<file path="config.mk">
export PLATFORM = sky130hd
export DESIGN_NAME = pad_reset_sequencer
export DESIGN_NICKNAME = d
export VERILOG_FILES = /design/src/rtl/pad_reset_sequencer.sv
export SDC_FILE = /design/constraint.sdc
export NUM_CORES = 1
export LEC_CHECK = 0
export BUFFER_PORTS_ARGS = -buffer_cell sky130_fd_sc_hd__buf_2
export CORE_MARGIN = 1.5
export CORE_UTILIZATION = 35
export CTS_CLUSTER_SIZE = 10
export DETAILED_ROUTE_END_ITERATION = 6
export GPL_ROUTABILITY_DRIVEN = 0
export GPL_TIMING_DRIVEN = 0
export PLACE_DENSITY = 0.49
export SLEW_MARGIN = 20
export SYNTH_ARGS = -nofsm -noshare
export SYNTH_HDL_FRONTEND = slang
export SYNTH_SLANG_ARGS = --single-unit
</file>
<file path="constraint.sdc">
create_clock -name clk_i -period 3.4 [get_ports clk_i]
set_clock_uncertainty 0.1 [all_clocks]
set_input_delay 0.17 -clock clk_i [delete_from_list [all_inputs] [get_ports clk_i]]
set_output_delay 0.17 -clock clk_i [all_outputs]
set_load 0.05 [all_outputs]
</file>
<file path="src/rtl/pad_reset_sequencer.sv">
// Board reset sequencer: synchronizes and debounces the reset button,
// waits for PLL lock, then stretches the release of the SoC reset.
module pad_reset_sequencer #(
  parameter int SYNC_STAGES     = 2,
  parameter int DEBOUNCE_CYCLES = 1000000,
  parameter int STRETCH_CYCLES  = 65536
) (
  input  logic       clk_i,
  input  logic       rst_i,
  input  logic       btn_rst_ni,
  input  logic       pll_locked_i,
  output logic       soc_rst_no,
  output logic [1:0] state_o,
  output logic [7:0] press_cnt_o
);

  localparam int DW = $clog2(DEBOUNCE_CYCLES + 1);
  localparam int SW = $clog2(STRETCH_CYCLES + 1);
  localparam logic [DW-1:0] DB_LAST = DW'(DEBOUNCE_CYCLES - 1);
  localparam logic [SW-1:0] ST_LAST = SW'(STRETCH_CYCLES - 1);

  typedef enum logic [1:0] {
    HOLD      = 2'b00,
    WAIT_LOCK = 2'b01,
    STRETCH   = 2'b10,
    RUN       = 2'b11
  } state_t;

  logic [SYNC_STAGES-1:0] btn_ff;
  logic [SYNC_STAGES-1:0] lock_ff;
  logic                   btn_sync;
  logic                   lock_sync;
  logic                   btn_db;
  logic [DW-1:0]          db_cnt;
  logic                   db_fire;
  logic [SW-1:0]          st_cnt;
  logic                   run_ok;
  state_t                 state;
  state_t                 state_nxt;

  assign btn_sync  = btn_ff[SYNC_STAGES-1];
  assign lock_sync = lock_ff[SYNC_STAGES-1];
  assign db_fire   = (btn_sync != btn_db) && (db_cnt == DB_LAST);
  assign run_ok    = lock_sync && btn_db;
  assign state_o   = state;

  always_ff @(posedge clk_i) begin
    if (rst_i) begin
      btn_ff  <= '1;
      lock_ff <= '0;
    end else begin
      btn_ff  <= {btn_ff[SYNC_STAGES-2:0], btn_rst_ni};
      lock_ff <= {lock_ff[SYNC_STAGES-2:0], pll_locked_i};
    end
  end

  // Any sample matching the accepted level discards a partial count.
  always_ff @(posedge clk_i) begin
    if (rst_i) begin
      btn_db      <= 1'b1;
      db_cnt      <= '0;
      press_cnt_o <= '0;
    end else begin
      if (btn_sync == btn_db) begin
        db_cnt <= '0;
      end else if (db_fire) begin
        db_cnt <= '0;
        btn_db <= btn_sync;
      end else begin
        db_cnt <= db_cnt + DW'(1);
      end
      if (db_fire && btn_db && press_cnt_o != 8'hff) begin
        press_cnt_o <= press_cnt_o + 8'd1;
      end
    end
  end

  always_comb begin
    state_nxt = state;
    unique case (state)
      HOLD:      state_nxt = WAIT_LOCK;
      WAIT_LOCK: if (run_ok) state_nxt = STRETCH;
      STRETCH: begin
        if (!run_ok) state_nxt = WAIT_LOCK;
        else if (st_cnt == ST_LAST) state_nxt = RUN;
      end
      RUN:       if (!run_ok) state_nxt = HOLD;
      default:   state_nxt = HOLD;
    endcase
  end

  // Output loaded from next state so it tracks the FSM edge-for-edge.
  always_ff @(posedge clk_i) begin
    if (rst_i) begin
      state      <= HOLD;
      st_cnt     <= '0;
      soc_rst_no <= 1'b0;
    end else begin
      state      <= state_nxt;
      soc_rst_no <= (state_nxt == RUN);
      if (state == STRETCH && run_ok) st_cnt <= st_cnt + SW'(1);
      else st_cnt <= '0;
    end
  end

endmodule
</file>
==> flow_summary.json <==
{
  "status": "complete, no violations",
  "die_y_extent_um": 84.5,
  "setup_total_negative_slack_ps": 0,
  "critical_path_arrival_ps": 2510,
  "syn_avg_cell_area_um2": 8.67,
  "crit_cells": 6,
  "power_leakage_nw": 0.797,
  "tritoncts": "built",
  "worst_r2r_endpoint": "db_cnt[3]",
  "worst-setup-path-type": "register to register",
  "global_route_wire_length_before_repair_mm": 8.00,
  "final.min_clock_period_ps": 2430,
  "critPathRequiredTime_ps": 3480,
  "wl_per_cell_um": 12.0,
  "timing.critical_path.to_type": "register",
  "numPortBuffers": 14,
  "boundaryPins": 15,
  "mostFrequentLayoutCell": "dfxtp_1",
  "timing.critical_path.slowest_cell_delay_ps": 430,
  "flop_to_flop_setup_slack_ps": 970,
  "n_antenna_cell": 0,
  "post-route-period-util": 0.716,
  "synth-async-reset-ratio": 0,
  "sequential_fraction_of_the_synthesis_area": 0.457,
  "number_of_vias_after_detailed_routing": 1882,
  "initial_antenna_violation_count": 0,
  "cts.root.buffer_cell": "clkbuf_8",
  "critPathSlowestCell": "nor4bb_1",
  "yosys_warns": 0,
  "remaining_drc_errors": 0,
  "synthFlopType": "dfxtp_1",
  "critical_path_s_top_delay_family": "simple AND/OR/NAND/NOR gates",
  "final_cell_mix": "53 x dfxtp_1, 36 x nor2_1, 16 x a21oi_1, 16 x xnor2_1",
  "synth_fp_nets": 276,
  "cp-startpoint": "db_cnt[9]",
  "timing.critical_path.buf_inv": 2,
  "first_iter_violations": 80,
  "finish.cell_count_without_fillers": 369,
  "clkSinkCount": 53,
  "series_of_cell_instances_along_the_critical_path": "nor4bb_1 -> nand4_1 -> clkbuf_1 -> o21ai_0 -> clkbuf_1 -> nor2_1",
  "global_route.overflow_total": 0,
  "coreArea_um2": 6390,
  "crit_fanout": 10,
  "max_clock_freq_mhz": 411,
  "syn_area_um2": 2320,
  "worst_hold_path_type": "input port to register",
  "initial_core_util": 0.364,
  "number_of_slew_limit_violations_in_the_final_report": 0,
  "synthTopCellsByArea": "dfxtp_1 46%, xnor2_1 6.0%, nor2_1 5.8%",
  "cts.path.max_buffers": 2,
  "worst_skew_pair.late_latency_ps": 310,
  "cts_buffers": 5,
  "cts.repair_timing.setup_buffer_count": 0,
  "critical-path-top-cell-by-count": "clkbuf_1",
  "dpl.cell_count": 359,
  "tightestPinTransition_ps": 900,
  "final-setup-viol-count": 0,
  "drv_cap": 0,
  "hpwlAfterDp_mm": 3.15,
  "synthToLayoutAreaGrowth_pct": 11.9,
  "grt.total_usage": 0.137,
  "post_synth_num_cell_types": 34,
  "logic_depth_of_the_worst_register_to_register_path": 6,
  "clk_pin_slew_worst_paths_ps": 100,
  "slew_limit_headroom": 0.394,
  "setup_repair_after_global_routing_missed_its_margin": "false",
  "finalCoreUtilization": 0.407,
  "critical_path.startpoint_type": "register",
  "clock_tree.htree_level_count": 2,
  "wire_length_reported_by_the_detailed_router_mm": 4.44,
  "vias_per_cell": 5.10,
  "ys_seq_elements": 53,
  "crit-reg2reg-launch": "db_cnt[9]",
  "synthDominantCellAreaShare": 0.457,
  "timing_hold_violations_final": 0,
  "rows": 29,
  "drt.antenna.violating_nets": 0,
  "layout-drive-gt1-share": 0.116,
  "maximum_number_of_pins_on_one_net_before_global_route_repair": 18,
  "max-vdd-ir-drop_v": 0.000149,
  "nets": 299,
  "power_mw": 1.01,
  "grt_pass1_vias": 1690,
  "die-area_um2": 7140,
  "worstSetupEndpoint": "db_cnt[3]",
  "die_x_um": 84.5,
  "power_density_nw_per_um2": 389,
  "synth_enable_flop_cells": 0,
  "detail_route.first_pass.iterations": 4,
  "mapped_cells": 268,
  "synth_area_leader_cell": "dfxtp_1"
}
## what timing repair did
action / 4_1_cts / 5_1_grt
hold buffers: 2 / 0
gates resized for setup: 0 / 0
endpoints found under the hold margin: 2 / 0
## per-layer routing
metal | up-vias | track usage | wire length, um
met5 | - | 0 | 0
met4 | 0 | 0.0440 | 64
met3 | 6 | 0.0334 | 146
met2 | 20 | 0.197 | 1850
met1 | 858 | 0.202 | 2390
li1 | 998 | - | -
## tightest hold or removal path: cells and delay by family
kind,cells,cell delay [ps]
buffers and inverters,2,300
AND/OR/NAND/NOR,1,140
## cell usage after synthesis, types with 2 or more instances
cell	n
and3_1	2
o31ai_1	7
nor3_1	7
a31o_2	2
nor2_1	36
ha_1	4
nor4_1	9
nor2b_1	4
or4_1	9
nand2_1	13
or2_2	3
o21ai_0	8
xnor2_1	16
xor2_1	8
clkbuf_1	9
or3_2	2
or3_1	5
nand4_1	11
nand3_1	12
dfxtp_1	53
a21oi_1	16
nor3b_1	2
inv_1	15
mux2_2	2
and4_1	4
## worst min-delay path by stage
stage / slack, ps / to / depth (start not counted) / start
floorplan: 170 / btn_ff[0] / 1 / btn_rst_ni
global placement: 280 / btn_ff[0] / 2 / btn_rst_ni
detailed placement: 280 / btn_ff[0] / 2 / btn_rst_ni
CTS: 250 / lock_ff[1] / 3 / rst_i
global route: 280 / lock_ff[0] / 3 / rst_i
finish: 240 / lock_ff[0] / 3 / rst_i
## through the flow
stage	hold slack (ps)	setup WS (ps)	area, um^2
after floorplan	174	1260	2320
after global placement	280	896	2490
after detailed placement	283	906	2490
after CTS	251	875	2600
after global routing	279	570	2600
final	239	967	2600
## layout make-up
| cell class | count | area (um^2) |
|---|---|---|
| clock inverters | 3 | 21.3 |
| multi-input cells | 190 | 1170 |
| well taps | 77 | 96.3 |
| clock buffers | 5 | 68.8 |
| plain buffers | 10 | 38.8 |
| inverters | 15 | 56.3 |
| fillers | 674 | 3790 |
| repair buffers | 16 | 90.1 |
| flip-flops and latches | 53 | 1060 |
## flip-flops by register name, summed over array words and instances (netlist names)
register     count
lock_ff          2
db_cnt          20
btn_db           1
btn_ff           2
st_cnt          17
soc_rst_no       1
press_cnt_o      8
state_o          2
## cell families after synthesis
family	synth area share
and+or+nand+nor	0.285
DFF	0.457
AOI/OAI and AO/OA	0.0959
buffers and inverters	0.0409
xor gates and xnor gates	0.0905
adders and majority gates	0.0215
muxes	0.00969
## report_power, final
group          internal [mW]  switching [mW]  total, mW
Sequential             0.624         0.00248      0.627
Clock                  0.147           0.215      0.362
Combinational        0.00820          0.0146     0.0228
Total                  0.779           0.233       1.01
Power figures use the tool's default switching activity.
